## src/rtl/bcd_conv_sched_pkg.sv

```systemverilog
// Shared types and constants for the time-shared binary-to-BCD converter.
// Defines the FSM state encoding and the datapath widths.
package bcd_sched_pkg;

    localparam int BIN_W       = 8;
    localparam int CONV_CYCLES = 8;
    localparam int BCD_W       = 4;
    localparam int ACC_W       = 3 * BCD_W;
    localparam int CNT_W       = $clog2(CONV_CYCLES);

    typedef enum logic [1:0] {
        IDLE,
        SHIFT,
        FINISH
    } state_e;

endpackage

```

## src/rtl/bcd_conv_sched_if.sv

```systemverilog
// Requester-side bus of the BCD converter: level requests, operands, grant,
// and the tagged result published once per conversion.
interface bcd_conv_sched_if
    import bcd_sched_pkg::*;
#(
    parameter int NREQ = 3,
    parameter int IDW  = 2
);

    logic [NREQ-1:0]       req;
    logic [BIN_W*NREQ-1:0] bin_flat;
    logic [NREQ-1:0]       gnt;
    logic                  busy;
    logic                  done;
    logic [IDW-1:0]        done_id;
    logic [BCD_W-1:0]      hun;
    logic [BCD_W-1:0]      ten;
    logic [BCD_W-1:0]      one;

    // Requester / counter side
    modport master (
        output req, bin_flat,
        input  gnt, busy, done, done_id, hun, ten, one
    );

    // Converter side
    modport slave (
        input  req, bin_flat,
        output gnt, busy, done, done_id, hun, ten, one
    );

endinterface

```

## src/rtl/bcd_conv_sched_dabble_step.sv

```systemverilog
// One double-dabble iteration: add 3 to every BCD nibble >= 5, then shift
// the accumulator left by one, pulling in the next operand bit.
module dabble_step
    import bcd_sched_pkg::*;
(
    input  logic [ACC_W-1:0] i_acc,
    input  logic             i_bit,
    output logic [ACC_W-1:0] o_acc
);

    logic [ACC_W-1:0] w_adj;

    // NOTE: every variable driven here gets a value before any condition, so no latch is inferred.
    always_comb begin
        w_adj = i_acc;
        for (int d = 0; d < 3; d++) begin
            if (i_acc[d*BCD_W +: BCD_W] >= 4'd5)
                w_adj[d*BCD_W +: BCD_W] = i_acc[d*BCD_W +: BCD_W] + 4'd3;
        end
    end

    assign o_acc = {w_adj[ACC_W-2:0], i_bit};

endmodule

```

## src/rtl/bcd_conv_sched.sv

```systemverilog
// Round-robin scheduler sharing one iterative 8-bit binary-to-BCD engine
// among NREQ requesters; one conversion takes 10 clock edges.
module bcd_conv_sched
    import bcd_sched_pkg::*;
#(
    parameter int NREQ = 3,
    parameter int IDW  = 2
)(
    input  logic             clk,
    input  logic             rst,
    bcd_conv_sched_if.slave  bus
);

    localparam logic [NREQ-1:0] GNT_ONE = NREQ'(1);

    state_e            r_state;
    state_e            w_next;
    logic [NREQ-1:0]   r_gnt;
    logic [IDW-1:0]    r_gidx;
    logic [IDW-1:0]    r_ptr;
    logic [IDW-1:0]    w_pick;
    logic              w_any;
    int                w_idx;
    logic [BIN_W-1:0]  r_shreg;
    logic [ACC_W-1:0]  r_acc;
    logic [ACC_W-1:0]  w_acc_nx;
    logic [CNT_W-1:0]  r_cnt;
    logic              r_done;
    logic [IDW-1:0]    r_done_id;
    logic [BCD_W-1:0]  r_hun;
    logic [BCD_W-1:0]  r_ten;
    logic [BCD_W-1:0]  r_one;

    // First requesting index at or after the pointer, wrapping around.
    always_comb begin
        w_any  = 1'b0;
        w_pick = '0;
        w_idx  = 0;
        for (int i = 0; i < NREQ; i++) begin
            w_idx = int'(r_ptr) + i;
            if (w_idx >= NREQ)
                w_idx = w_idx - NREQ;
            if (!w_any && bus.req[w_idx]) begin
                w_any  = 1'b1;
                w_pick = IDW'(w_idx);
            end
        end
    end

    dabble_step u_step (
        .i_acc (r_acc),
        .i_bit (r_shreg[BIN_W-1]),
        .o_acc (w_acc_nx)
    );

    always_ff @(posedge clk or negedge rst) begin
        if (!rst)
            r_state <= IDLE;
        else
            r_state <= w_next;
    end

    always_comb begin
        w_next = r_state;
        case (r_state)
            IDLE:    if (w_any) w_next = SHIFT;
            SHIFT:   if (r_cnt == CNT_W'(CONV_CYCLES - 1)) w_next = FINISH;
            FINISH:  w_next = IDLE;
            default: w_next = IDLE;
        endcase
    end

    // NOTE: sequential state uses non-blocking assignments so every register samples pre-edge values.
    always_ff @(posedge clk or negedge rst) begin
        if (!rst) begin
            r_gnt     <= '0;
            r_gidx    <= '0;
            r_ptr     <= '0;
            r_shreg   <= '0;
            r_acc     <= '0;
            r_cnt     <= '0;
            r_done    <= 1'b0;
            r_done_id <= '0;
            r_hun     <= '0;
            r_ten     <= '0;
            r_one     <= '0;
        end else begin
            r_done <= 1'b0;
            case (r_state)
                IDLE: begin
                    if (w_any) begin
                        r_gnt   <= GNT_ONE << w_pick;
                        r_gidx  <= w_pick;
                        r_shreg <= bus.bin_flat[BIN_W*w_pick +: BIN_W];
                        r_acc   <= '0;
                        r_cnt   <= '0;
                    end
                end
                SHIFT: begin
                    r_acc   <= w_acc_nx;
                    r_shreg <= {r_shreg[BIN_W-2:0], 1'b0};
                    r_cnt   <= r_cnt + 1'b1;
                end
                FINISH: begin
                    r_hun     <= r_acc[2*BCD_W +: BCD_W];
                    r_ten     <= r_acc[BCD_W +: BCD_W];
                    r_one     <= r_acc[0 +: BCD_W];
                    r_done    <= 1'b1;
                    r_done_id <= r_gidx;
                    r_gnt     <= '0;
                    r_ptr     <= (r_gidx == IDW'(NREQ - 1)) ? '0 : r_gidx + 1'b1;
                end
                default: ;
            endcase
        end
    end

    assign bus.gnt     = r_gnt;
    assign bus.busy    = (r_state != IDLE);
    assign bus.done    = r_done;
    assign bus.done_id = r_done_id;
    assign bus.hun     = r_hun;
    assign bus.ten     = r_ten;
    assign bus.one     = r_one;

endmodule

```

## src/flat_wrapper.sv

```systemverilog
// flat-port wrapper written by rule: the top's interface ports become plain ports
module bcd_conv_sched_flat import bcd_sched_pkg::*;
#(
    parameter int NREQ = 3,
    parameter int IDW  = 2
)
  (clk, rst, bus_req, bus_bin_flat, bus_gnt, bus_busy, bus_done, bus_done_id, bus_hun, bus_ten, bus_one);
  bcd_conv_sched_if #(.NREQ(NREQ), .IDW(IDW)) bus_i ();
  input  logic clk;
  input  logic rst;
  input wire logic [$bits(bus_i.req)-1:0] bus_req;
  input wire logic [$bits(bus_i.bin_flat)-1:0] bus_bin_flat;
  output wire logic [$bits(bus_i.gnt)-1:0] bus_gnt;
  output wire logic [$bits(bus_i.busy)-1:0] bus_busy;
  output wire logic [$bits(bus_i.done)-1:0] bus_done;
  output wire logic [$bits(bus_i.done_id)-1:0] bus_done_id;
  output wire logic [$bits(bus_i.hun)-1:0] bus_hun;
  output wire logic [$bits(bus_i.ten)-1:0] bus_ten;
  output wire logic [$bits(bus_i.one)-1:0] bus_one;
  assign bus_i.req = bus_req;
  assign bus_i.bin_flat = bus_bin_flat;
  assign bus_gnt = bus_i.gnt;
  assign bus_busy = bus_i.busy;
  assign bus_done = bus_i.done;
  assign bus_done_id = bus_i.done_id;
  assign bus_hun = bus_i.hun;
  assign bus_ten = bus_i.ten;
  assign bus_one = bus_i.one;
  bcd_conv_sched #(.NREQ(NREQ), .IDW(IDW)) u_core (.clk(clk), .rst(rst), .bus(bus_i));
endmodule
```

## config.mk

```make
export PLATFORM = sky130hd
export DESIGN_NAME = bcd_conv_sched_flat
export DESIGN_NICKNAME = d
export VERILOG_FILES = /design/src/rtl/bcd_conv_sched_pkg.sv /design/src/rtl/bcd_conv_sched_if.sv /design/src/rtl/bcd_conv_sched_dabble_step.sv /design/src/rtl/bcd_conv_sched.sv /design/src/flat_wrapper.sv
export SDC_FILE = /design/constraint.sdc
export NUM_CORES = 1
export LEC_CHECK = 0
export ABC_CLOCK_PERIOD_IN_PS = 2600
export CORE_ASPECT_RATIO = 0.7
export CORE_UTILIZATION = 45
export DETAILED_ROUTE_END_ITERATION = 7
export PLACE_DENSITY = 0.7
export REMOVE_ABC_BUFFERS = 1
export SYNTH_ARGS = -nofsm -noshare
export SYNTH_HDL_FRONTEND = slang
export SYNTH_SLANG_ARGS = --single-unit
```

## constraint.sdc

```tcl
create_clock -name clk -period 2.6 [get_ports clk]
set_input_delay 0.65 -clock clk [delete_from_list [all_inputs] [get_ports clk]]
set_output_delay 0.65 -clock clk [all_outputs]
set_load 0.1 [all_outputs]
```

### Yosys cells after proc, flatten, opt, wreduce, memory -nomap -nowiden

Cells that the tools add are included.

* bitwise operators: 0
* $add $sub $neg: 10
* $mul: 0
* divide/modulo/power cells: 0
* order comparisons: 9
* multiplexer cells: 34
* reduce and logical (&&, ||, !) cells: 12
* shift operators: 2
* eq/ne operators: 6

Operator list (count)
* < comparator 32 x 4 -> 1 bit (second input constant): 3
* two-way mux 32 bit: 3
* greater-or-equal comparator 32 x 3 -> 1 bit (second input constant): 2
* subtractor 32 x 3 -> 32 bit (second input constant): 2
* case mux 12 bit (2 select lines): 1
* variable part select 24 x 6 -> 8 bit: 1
* case mux 8 bit (2 select lines): 1
* greater-or-equal comparator 4 x 3 -> 1 bit (second input constant): 3
* two-way mux 12 bit: 1
* two-way mux 2 bit: 6
* case mux 3 bit (2 select lines): 2
* two-way mux 1 bit: 10
* two-way mux 3 bit: 3
* adder 4 x 2 -> 4 bit (second input constant): 2
* two-way mux 4 bit: 2
* two-way mux 8 bit: 1
* AND reduction 2 bit: 4
* binary-select mux 1 bit (select 2 bit): 3
* nonzero test 2 bit: 3
* == test 2 bit (second input constant): 2
* inequality test 2 x 1 -> 1 bit (second input constant): 2
* case mux 2 bit (2 select lines): 1
* adder 2 x 1 -> 3 bit (second input constant): 1
* adder 2 x 2 -> 3 bit (second input constant): 1
* other kinds (11): 13

* bits in read-only memories: 0
* memory bits (writable): 0
* memories: 0
* logic and storage cells: 85
* latch bits: 0
* output and inout port bits: 19
* flip-flop bits (word level): 47

### Depth between registers and ports, before layout

Gate-level depths: netlist of the first run.

* word-level depth: 15
* mapped depth: 10

### By module

Synthesis of the first run repeated with hierarchy kept, for this count alone.

* cells, all modules: 274
* area, all modules: 2706.3 µm²

By module, submodules not included
* bcd_conv_sched: cells each 229, instances 1, seq. area each 1176.1 µm², area an instance 2414.8 µm²
* dabble_step: cells each 45, instances 1, seq. area each 0.0 µm², area an instance 291.5 µm²

### Worst setup path before layout of the first run

Ideal clock, no wire load.

* path kind: register to register
* from: register u_core.r_ptr[0]
* to: register u_core.r_shreg[0]
* required time: 2.508 ns
* setup slack: 0.580 ns
* library setup time: 0.092 ns
* cell stages (with the launch flop): 10
* period minus slack after synthesis: 2.020 ns
* arrival time: 1.928 ns
* buffers on the path: 1
* cells stage by stage: dfrtp_1 inv_1 ha_1 and2b_1 o21ai_0 o31ai_1 o221ai_2 buf_2 nor2_1 o31ai_2

* word-level cells in the longest chain between the ends: 15
* elaborated cells on any way between the ends: 35
* those cells by class: 5 x add/sub; 3 x order compare; 1 x eq/ne; 1 x shift; 20 x mux; 5 x reduce/logical

Ends and longest elaborated chain
* start, declared: RTL line bcd_conv_sched.sv:20 `logic [IDW-1:0] r_ptr;`
* start signal, assigned: RTL line bcd_conv_sched.sv:111 `r_ptr <= (r_gidx == IDW'(NREQ - 1)) ? '0 : r_gidx + 1'b1;`
* branches (longest 15 deep; another with subtractor 32 x 3 -> 32 bit)
* end signal, assigned: RTL line bcd_conv_sched.sv:94 `r_shreg <= bus.bin_flat[BIN_W*w_pick +: BIN_W];`
* end signal, assigned: RTL line bcd_conv_sched.sv:101 `r_shreg <= {r_shreg[BIN_W-2:0], 1'b0};`
* end, declared: RTL line bcd_conv_sched.sv:24 `logic [BIN_W-1:0] r_shreg;`

Parallel ways; which one is timed is not known. The select of a mux whose other input is x is not followed.
A chain may end at the register's enable or synchronous reset.

### Worst setup path in the final report of the first run

* from: register u_core.r_ptr[0]
* to: register u_core.r_shreg[1]

The elaborated chain is that of the path after synthesis.

==> results of run 1 <==
routing by layer:
layer / wire, um / vias to the layer above
met4: 51 / 0
met5: 0 / -
li1: - / 1106
met1: 2900 / 1098
met3: 339 / 4
met2: 2520 / 71
cell usage in the layout, fill, tap and decap left out, drive strengths merged, types with 2 or more instances in the layout:
master         synthesis  final
a21o                   2      2
a21oi                 10     10
a22oi                 15     15
a31oi                  4      4
and4                   8      8
buf                    9     31
clkbuf                 6      6
clkdlybuf4s50          0     27
dfrtp                 47     47
ha                    12     12
inv                   11     11
mux2                   9      9
mux2i                  2      2
nand2                 25     25
nand2b                 7      7
nand3                 21     21
nand3b                 3      3
nand4                  8      8
nor2                  12     12
nor2b                  4      4
nor3b                  2      2
nor4b                  3      3
o21ai                 25     25
o2bb2ai                2      2
o31ai                 11     11
xnor2                  3      3
Yosys cell counts, types with 2 or more instances:
library cell	instances
sky130_fd_sc_hd__a21o_1	2
sky130_fd_sc_hd__a21oi_1	10
sky130_fd_sc_hd__a22oi_1	15
sky130_fd_sc_hd__a31oi_1	4
sky130_fd_sc_hd__and4_1	8
sky130_fd_sc_hd__buf_2	5
sky130_fd_sc_hd__buf_4	3
sky130_fd_sc_hd__clkbuf_1	6
sky130_fd_sc_hd__dfrtp_1	47
sky130_fd_sc_hd__ha_1	12
sky130_fd_sc_hd__inv_1	11
sky130_fd_sc_hd__mux2_2	8
sky130_fd_sc_hd__mux2i_1	2
sky130_fd_sc_hd__nand2_1	25
sky130_fd_sc_hd__nand2b_1	7
sky130_fd_sc_hd__nand3_1	20
sky130_fd_sc_hd__nand3b_1	2
sky130_fd_sc_hd__nand4_1	8
sky130_fd_sc_hd__nor2_1	12
sky130_fd_sc_hd__nor2b_1	4
sky130_fd_sc_hd__nor3b_1	2
sky130_fd_sc_hd__nor4b_1	3
sky130_fd_sc_hd__o21ai_0	12
sky130_fd_sc_hd__o21ai_1	13
sky130_fd_sc_hd__o31ai_1	2
sky130_fd_sc_hd__o31ai_2	9
sky130_fd_sc_hd__xnor2_1	3
cell families after synthesis:
kind of cell,count (synthesis)
AO/OA/AOI/OAI,76
XOR/XNOR,4
adder cells (fa/ha/maj),12
buffers and inverters,26
flip-flops,47
multiplexers,11
AND/OR/NAND/NOR,99
worst max path at each step:
| stage | end | slack [ns] | cells after the start | startpoint |
|---|---|---|---|---|
| floorplan | u_core.bus.gnt[0]$_DFFE_PN0P_ | 0.34 | 8 | u_core.r_ptr[1]$_DFFE_PN0P_ |
| global placement | u_core.r_shreg[5]$_DFFE_PN0P_ | 0.08 | 7 | bus_req[1] |
| detailed placement | u_core.r_shreg[1]$_DFFE_PN0P_ | 0.02 | 7 | bus_req[1] |
| CTS | u_core.r_shreg[1]$_DFFE_PN0P_ | 0.25 | 8 | u_core.r_ptr[0]$_DFFE_PN0P_ |
| global route | u_core.r_shreg[4]$_DFFE_PN0P_ | 0.09 | 8 | u_core.r_ptr[0]$_DFFE_PN0P_ |
| finish | u_core.r_shreg[1]$_DFFE_PN0P_ | 0.25 | 8 | u_core.r_ptr[0]$_DFFE_PN0P_ |
worst max-delay path: cells and delay by family, from the launching register on:
| kind | cells | cell delay, ns |
|---|---|---|
| AOI/OAI and AO/OA | 2 | 0.42 |
| adders and majority gates | 1 | 0.46 |
| buffers and inverters | 1 | 0.11 |
| DFF | 1 | 0.40 |
| muxes | 1 | 0.16 |
| and+or+nand+nor | 3 | 0.71 |
sequential cells by signal, indices dropped and copies added (netlist names):
register and cells:
u_core.bus.hun 4, u_core.bus.gnt 3, u_core.r_shreg 8, u_core.r_ptr 2
u_core.bus.done 1, u_core.r_acc 12, u_core.r_state 2, u_core.bus.one 4
u_core.bus.ten 4, u_core.bus.done_id 2, u_core.r_cnt 3, u_core.r_gidx 2
area by class of cell:
class                           instances  area, um^2
Clock buffer                            6        82.6
Clock inverter                          1        5.00
Fill cell                             515        2430
Inverter                               11        41.3
Multi-Input combinational cell        202        1410
Sequential cell                        47        1180
Tap cell                               75        93.8
Timing Repair Buffer                   58         513
metrics by stage:
step                hold WS (ns)  area, um^2  utilization (%)  setup slack, ns
finish                     0.434        3320             57.7            0.253
floorplan                  0.354        2630                -            0.343
detailed placement         0.467        3230             56.2           0.0232
global route               0.493        3320             57.7           0.0868
global placement           0.460        3230             56.2           0.0807
CTS                        0.452        3320             57.7            0.253
==> reports/metrics.cfg, run 1 <==
[clock_network]
cts_buffers = 5
clk_transition_reported_paths_ns = 0.08
cts-resized-gates = 0
tritoncts_clock_tree = built
cts_htree_levels = 2
clk_root_buf = sky130_fd_sc_hd__clkbuf_8
worst_skew_pair.late_latency_ns = 0.29
post-cts-setup-buffers = 0
max-clock-path-buffers = 2
tritoncts_num_sinks = 47
cts_hold_repair.buffers = 0

[setup_path]
worst_ep_arrival_time_ns = 2.55
worst_r2r_startpoint = u_core.r_ptr[0]$_DFFE_PN0P_
timing.reg2reg.setup_slack_ns = 0.25
cp_max_fo = 12
rr_endpoint = u_core.r_shreg[1]$_DFFE_PN0P_
setup.worst_path.start_class = register
slowest_stage = sky130_fd_sc_hd__ha_1
rr_worst_depth = 8
critPathKind = register to register
cp-end-kind = register
cpPeakStageDelay_ns = 0.46
critical_path_required_ns = 2.80
critical_path.cell_chain = inv_1 > ha_1 > mux2i_1 > o2bb2ai_2 > and3_1 > nand3_1 > and4_1 > o31ai_2

[logic_synthesis]
ys_top_cells_by_area = sky130_fd_sc_hd__dfrtp_1 (44%), sky130_fd_sc_hd__ha_1 (5.6%), sky130_fd_sc_hd__a22oi_1 (4.2%)
synth_top_family_by_area = compound AO/OA/AOI/OAI gates
muxShareOfSynthArea_pct = 4.63
fraction_of_the_mapped_netlist_area_in_simple_logic_gates_pct = 20.1
syn-cell-area_mm2 = 0.00270
ys_ff_latch = 47
synth_cell_types = 47
synth_sequential_area_ratio_pct = 43.5
synth.top_cell.area_share_pct = 43.5
async_flop_share_pct = 100
synthesized_area_fraction_occupied_by_ao_oa_aoi_and_oai_cells_pct = 20.6
synth_area_leader_cell = sky130_fd_sc_hd__dfrtp_1
syn_area_per_cell_um2 = 9.82
synth-warning-count = 0
synth-edff-count = 0
synth-adder-area-share_pct = 5.56
synthXorXnorAreaFrac_pct = 1.30
syn_inst = 275
postSynth.topFlopCell = sky130_fd_sc_hd__dfrtp_1

[sta]
finalMaxSlewViolations = 0
max-slew-margin-rel_pct = 36.1
setup_viol = 0
hold_viol_final = 0
fin_crit_sh_pct = 90.3
grt_setup_unrepaired = no
post-route-min-period_ns = 2.35
timing.clock.skew_ns = 0.00402
final.setup.tns_ns = 0
tightest_slew_ns = 0.959
fmax_mhz = 426

[global_routing]
overflow = 0
grt_pass1_wl_mm = 9.40
met3_demand_to_capacity_share_in_global_routing_pct = 3.54
globalRouteMet2Util_pct = 29.0
grt_max_degree = 48
grt_pass1_vias = 1975
global_route.usage.total_pct = 19.3
grt.busiest_layer = met2
grt_antenna_before_repair = 0
gr-usage-met1_pct = 27.7

[detailed_routing]
route.final.wire_length_mm = 5.81
routed-via-count = 2279
first_pass_detailed_route_iteration_total = 4
remaining_drc_errors = 0
route.detailed.vias_per_inst = 5.70
avgRoutedWirePerCell_um = 14.5
antenna_violating_nets_post_route = 0
drt_iter0_markers = 110

[floorplanning]
fp.dieArea_mm2 = 0.00632
design.core.area_mm2 = 0.00576
core.rowCount = 23
start_util_pct = 46.9
design.portCount = 48
die_height_um = 66.8
dieWidth_um = 94.6

[placement]
io_buffers = 47
dpl.hpwl_mm = 4.22
place_inst = 393
finalWeightedCongestion = 0.917

[cells_and_area]
antenna_fix_cells = 0
final_cells = 400
nets = 366
area_growth_pct = 23.0
layout-drive-gt1-share_pct = 19.4

[job]
max_cap_viol_count = 0

[run_status]
outcome = finished, final reports clean

[min_path]
hp-class = input pin to async pin

Power of run 1 is not shown: default switching activity piles up to over one toggle a cycle in this logic, so the estimate is an artifact.
==> inputs of run 2 (changes only) <==
--- a/config.mk
+++ b/config.mk
@@ -5,7 +5,7 @@
 export SDC_FILE = /design/constraint.sdc
 export NUM_CORES = 1
 export LEC_CHECK = 0
-export ABC_CLOCK_PERIOD_IN_PS = 2600
+export ABC_CLOCK_PERIOD_IN_PS = 2900
 export CORE_ASPECT_RATIO = 0.7
 export CORE_UTILIZATION = 45
 export DETAILED_ROUTE_END_ITERATION = 7
==> constraint.sdc (replaced) <==
create_clock -name clk -period 2.9 [get_ports clk]
set_input_delay 0.725 -clock clk [delete_from_list [all_inputs] [get_ports clk]]
set_output_delay 0.725 -clock clk [all_outputs]
set_load 0.1 [all_outputs]
==> run 2 against run 1 <==
Compared with the run above: critical path depth increased by 1; core utilization increased by 0.63 points; fmax decreased by 4.7%; worst hold slack got worse by 0.077 ns; highest routed layer unchanged; sequential share of layout area decreased by 0.38 points; wire length increased by 1.2%; global-route usage increased by 0.91 points; cell count increased by 0.75%.
==> reports/metrics.cfg, run 2 (same netlist as run 1, synthesis figures left out) <==
[run_status]
outcome = finished, final reports clean

[job]
max_cap_viol_count = 0

[setup_path]
critical_path.cell_chain = inv_1 > ha_1 > and2b_1 > o21ai_0 > o31ai_1 > o221ai_2 > buf_4 > nor2_1 > o31ai_2
critPathTopFamily = compound AO/OA/AOI/OAI gates
worst_ep_arrival_time_ns = 2.68
slowest_stage = sky130_fd_sc_hd__o221ai_2
critPathKind = register to register
cpPeakStageDelay_ns = 0.54
worst_path_bufs_invs = 2
cp-end-kind = register
critical_path_required_ns = 3.12
cp_max_fo = 15
setup.worst_path.start_class = register

[cells_and_area]
mostFrequentLayoutCell = sky130_fd_sc_hd__dfrtp_1
largest_reg_flops = 12
antenna_fix_cells = 0
area_growth_pct = 24.3
max_flop_register = u_core.r_acc
nets = 368
layout_top_registers = u_core.r_acc x12, u_core.r_shreg x8
layout_common_cells = sky130_fd_sc_hd__dfrtp_1 (47), sky130_fd_sc_hd__buf_4 (32), sky130_fd_sc_hd__clkdlybuf4s50_1 (27)
layout-drive-gt1-share_pct = 20.1

[detailed_routing]
routed-via-count = 2267
avgRoutedWirePerCell_um = 14.6
route.detailed.vias_per_inst = 5.63
antenna_violating_nets_post_route = 0
drt_iter0_markers = 88
first_pass_detailed_route_iteration_total = 4
remaining_drc_errors = 0
route.final.wire_length_mm = 5.89

[clock_network]
clk_transition_reported_paths_ns = 0.09
post-cts-setup-buffers = 0
tritoncts_num_sinks = 47
cts-resized-gates = 0
worst_skew_pair.late_latency_ns = 0.31
cts_hold_repair.buffers = 0
cts_buffers = 5
max-clock-path-buffers = 2
cts_htree_levels = 2
tritoncts_clock_tree = built
clk_root_buf = sky130_fd_sc_hd__clkbuf_8

[global_routing]
grt_pass1_wl_mm = 9.83
global_route.usage.total_pct = 20.2
grt_antenna_before_repair = 0
gr-usage-met1_pct = 28.9
overflow = 0
globalRouteMet2Util_pct = 31.1
grt.busiest_layer = met2
grt_pass1_vias = 2036
grt_max_degree = 28
met3_demand_to_capacity_share_in_global_routing_pct = 3.20

[floorplanning]
design.portCount = 48
start_util_pct = 46.9
die_height_um = 66.8
design.core.area_mm2 = 0.00576
core.rowCount = 23
dieWidth_um = 94.6
fp.dieArea_mm2 = 0.00632

[sta]
final.setup.tns_ns = 0
tightest_slew_ns = 1.00
max-slew-margin-rel_pct = 32.9
grt_setup_unrepaired = no
fin_crit_sh_pct = 85.0
hold_viol_final = 0
post-route-min-period_ns = 2.46
fmax_mhz = 406
finalMaxSlewViolations = 0
timing.clock.skew_ns = 0.00925
setup_viol = 0

[placement]
finalWeightedCongestion = 0.814
dpl.hpwl_mm = 4.25
io_buffers = 47

[min_path]
hp-class = input pin to async pin

run 2: area by class of cell:
type / count / area (um^2)
fillers: 525 / 2400
multi-input cells: 202 / 1410
clock inverters: 2 / 38.8
flip-flops and latches: 47 / 1180
clock buffers: 6 / 82.6
inverters: 11 / 41.3
well taps: 75 / 93.8
repair buffers: 60 / 515
run 2: worst reg2reg max path: stages, from the launching register on:
cell and delay [ns]:
sky130_fd_sc_hd__dfrtp_1 0.39, sky130_fd_sc_hd__inv_1 0.08, sky130_fd_sc_hd__ha_1 0.39, sky130_fd_sc_hd__and2b_1 0.23, sky130_fd_sc_hd__o21ai_0 0.16, sky130_fd_sc_hd__o31ai_1 0.11, sky130_fd_sc_hd__o221ai_2 0.54, sky130_fd_sc_hd__buf_4 0.26
sky130_fd_sc_hd__nor2_1 0.06, sky130_fd_sc_hd__o31ai_2 0.16
run 2: through the flow:
step	cells	cell area [um^2]	worst slack, ns	hold WS [ns]	util, %
final	403	3360	0.436	0.356	58.3
after global routing	403	3360	0.230	0.383	58.3
after CTS	403	3360	0.449	0.360	58.3
after detailed placement	395	3240	0.203	0.464	56.2
after global placement	395	3240	0.234	0.465	56.2
after floorplan	260	2630	0.643	0.429	-
run 2: final timing paths:
| path | startpoint | end | slack (ns) | depth (start not counted) |
|---|---|---|---|---|
| max in group asynchronous | rst | u_core.bus.gnt[0]$_DFFE_PN0P_ | 1.83 | 2 |
| min | rst | u_core.bus.hun[2]$_DFFE_PN0P_ | 0.36 | 1 |
| min in group clk | u_core.r_shreg[7]$_DFFE_PN0P_ | u_core.r_acc[0]$_DFFE_PN0P_ | 0.47 | 2 |
| min reg2reg | u_core.r_shreg[7]$_DFFE_PN0P_ | u_core.r_acc[0]$_DFFE_PN0P_ | 0.47 | 2 |
| max reg2reg | u_core.r_ptr[0]$_DFFE_PN0P_ | u_core.r_shreg[4]$_DFFE_PN0P_ | 0.44 | 9 |
| max | u_core.r_ptr[0]$_DFFE_PN0P_ | u_core.r_shreg[4]$_DFFE_PN0P_ | 0.44 | 9 |
run 2: routing by layer:
layer  vias up  part of all wire (%)
li1       1117                     -
met1      1077                    50
met2        67                    45
met3         6                   4.5
met4         0                  0.87
met5         -                     0
Power of run 2 is left out for the same reason.
==> inputs of run 3 (changes only) <==
--- a/config.mk
+++ b/config.mk
@@ -5,11 +5,11 @@
 export SDC_FILE = /design/constraint.sdc
 export NUM_CORES = 1
 export LEC_CHECK = 0
-export ABC_CLOCK_PERIOD_IN_PS = 2900
+export ABC_CLOCK_PERIOD_IN_PS = 2000
 export CORE_ASPECT_RATIO = 0.7
 export CORE_UTILIZATION = 45
 export DETAILED_ROUTE_END_ITERATION = 7
-export PLACE_DENSITY = 0.7
+export PLACE_DENSITY = 0.73
 export REMOVE_ABC_BUFFERS = 1
 export SYNTH_ARGS = -nofsm -noshare
 export SYNTH_HDL_FRONTEND = slang
==> constraint.sdc (replaced) <==
create_clock -name clk -period 2 [get_ports clk]
set_input_delay 0.5 -clock clk [delete_from_list [all_inputs] [get_ports clk]]
set_output_delay 0.5 -clock clk [all_outputs]
set_load 0.1 [all_outputs]
==> run 3 against run 2 <==
Compared with the run above: the flow now finishes with violations (negative setup slack); wire length grew 12%; worst setup slack got worse by 0.54 ns; flip-flop and latch count is the same; non-clock buffer count increased by 30; cell count up 7.4%; die area unchanged; critical path depth did not move; fmax grew 17%; first-iteration DRC count is 47% higher; critical endpoint unchanged.
==> reports/metrics.cfg, run 3 (same netlist as run 1, synthesis figures left out) <==
[floorplanning]
dieWidth_um = 94.6
die_height_um = 66.8
fp.dieArea_mm2 = 0.00632
start_util_pct = 46.9
design.portCount = 48
core.rowCount = 23
design.core.area_mm2 = 0.00576

[run_status]
violations = negative setup slack
outcome = finished, violations left

[detailed_routing]
avgRoutedWirePerCell_um = 15.3
antenna_violating_nets_post_route = 0
route.final.wire_length_mm = 6.61
remaining_drc_errors = 0
first_pass_detailed_route_iteration_total = 4
drt_iter0_markers = 129
routed-via-count = 2432
route.detailed.vias_per_inst = 5.62

[pwr]
post-layout-total-power_mw = 7.91
p_per_area_mw_per_mm2 = 1960
peakVddDrop_mv = 0.766
cellLeakagePower_nw = 1.75

[cells_and_area]
layout_top_registers = u_core.r_acc x12, u_core.r_shreg x8
max_flop_register = u_core.r_acc
register_area_mm2 = 0.00118
n_fill_cell = 423
final_cells = 433
nets = 398
layout-drive-gt1-share_pct = 33.0
largest_reg_flops = 12
utilization_pct = 70.1
layout_common_cells = sky130_fd_sc_hd__dfrtp_1 (46), sky130_fd_sc_hd__buf_4 (35), sky130_fd_sc_hd__clkdlybuf4s50_1 (25)
final_area_mm2 = 0.00403
mostFrequentLayoutCell = sky130_fd_sc_hd__dfrtp_1
antenna_fix_cells = 0
total_area_of_multi_input_combinational_cells_mm2 = 0.00157
area_growth_pct = 49.3

[sta]
fmax_mhz = 475
worst_slack_ns = -0.107
grt_setup_unrepaired = yes
finalMaxSlewViolations = 0
post-route-min-period_ns = 2.11
tightest_slew_ns = 0.689
hold_viol_final = 0
setup_viol = 8
timing.clock.skew_ns = 0.00367
max-slew-margin-rel_pct = 54.0
fin_crit_sh_pct = 105

[global_routing]
grt_pass1_wl_mm = 10.5
grt_pass1_vias = 2249
grt_antenna_before_repair = 0
grt_max_degree = 48
overflow = 0
global_route.usage.total_pct = 21.5

[setup_path]
slowest_stage = sky130_fd_sc_hd__dfrtp_2
cp_max_fo = 14
cpPeakStageDelay_ns = 0.45
setup.worst_path.start_class = register
worst_ep_arrival_time_ns = 2.32
critical_path_required_ns = 2.21
critPathKind = register to register
cp-end-kind = register
timing.critical_path.mode_cell = sky130_fd_sc_hd__buf_4
critical_path.cell_chain = ha_4 > buf_4 > nand3b_1 > buf_4 > nand2_2 > o221ai_4 > buf_12 > and4_1 > o31ai_2
rr_worst_depth = 9

[placement]
io_buffers = 47
place_inst = 417
placed_cell_area_mm2 = 0.00365
dpl.hpwl_mm = 4.57
placement.setup.worst_slack_ns = -0.401
finalWeightedCongestion = 0.883

[clock_network]
clk_transition_reported_paths_ns = 0.09
cts_htree_levels = 2
max-clock-path-buffers = 2
clk_root_buf = sky130_fd_sc_hd__clkbuf_8
worst_skew_pair.late_latency_ns = 0.30
tritoncts_clock_tree = built
cts_buffers = 5
tritoncts_num_sinks = 47

[job]
max_cap_viol_count = 0

[min_path]
hp-class = input pin to async pin

[run 3: stage by stage]
| step | setup TNS [ns] | hold WS [ns] |
|---|---|---|
| after floorplan | -4.60 | 0.204 |
| after global placement | -5.02 | 0.457 |
| after detailed placement | -6.62 | 0.482 |
| after CTS | -0.367 | 0.176 |
| after global routing | -1.70 | 0.181 |
| final | -0.618 | 0.171 |
[run 3: layer usage]
layer | routed length, um | up-vias | GRT usage (%)
met3 | 316 | 4 | 4.45
met4 | 53 | 0 | 5.68
li1 | - | 1175 | -
met2 | 3160 | 77 | 33.9
met1 | 3090 | 1176 | 30.1
met5 | 0 | - | 0
[run 3: path summary, 6_finish.rpt]
path | slack (ns) | to | startpoint
setup / recovery | -0.11 | u_core.r_shreg[4]$_DFFE_PN0P_ | u_core.r_ptr[1]$_DFFE_PN0P_
hold / removal | 0.17 | u_core.bus.hun[0]$_DFFE_PN0P_ | rst
setup reg to reg | -0.11 | u_core.r_shreg[4]$_DFFE_PN0P_ | u_core.r_ptr[1]$_DFFE_PN0P_
hold reg to reg | 0.50 | u_core.r_acc[0]$_DFFE_PN0P_ | u_core.r_shreg[7]$_DFFE_PN0P_
max in group asynchronous | 1.61 | u_core.r_ptr[1]$_DFFE_PN0P_ | rst
min in group clk | 0.50 | u_core.r_acc[0]$_DFFE_PN0P_ | u_core.r_shreg[7]$_DFFE_PN0P_
[run 3: timing repair]
action                                  in CTS  in global routing
pin swaps                                    0                  3
gates cloned                                 0                  2
setup buffers                                3                  4
endpoints found under the setup margin      20                 29
endpoints found under the hold margin        0                  0
gates resized for setup                      8                 32
hold buffers                                 0                  0
[run 3: final cells by class]
| class | count | area share (%) |
|---|---|---|
| Timing Repair Buffer | 90 | 25.2 |
| Inverter | 11 | 1.02 |
| Tap cell | 75 | 2.33 |
| Multi-Input combinational cell | 202 | 38.9 |
| Clock inverter | 3 | 1.68 |
| Clock buffer | 5 | 1.71 |
| Sequential cell | 47 | 29.2 |
[run 3: power by group]
| group | switching [mW] | internal [mW] |
|---|---|---|
| logic | 3.02 | 2.34 |
| clock network | 0.327 | 0.498 |
| registers | 0.382 | 1.35 |
[run 3: worst max-delay path: cells and delay by family, from the launching register on]
kind / cells / cell delay (ns)
buffers and inverters: 3 / 0.51
flip-flops: 1 / 0.45
AND/OR/NAND/NOR: 3 / 0.41
AO/OA/AOI/OAI: 2 / 0.35
adder cells (fa/ha/maj): 1 / 0.28
Power figures use the tool's default switching activity.
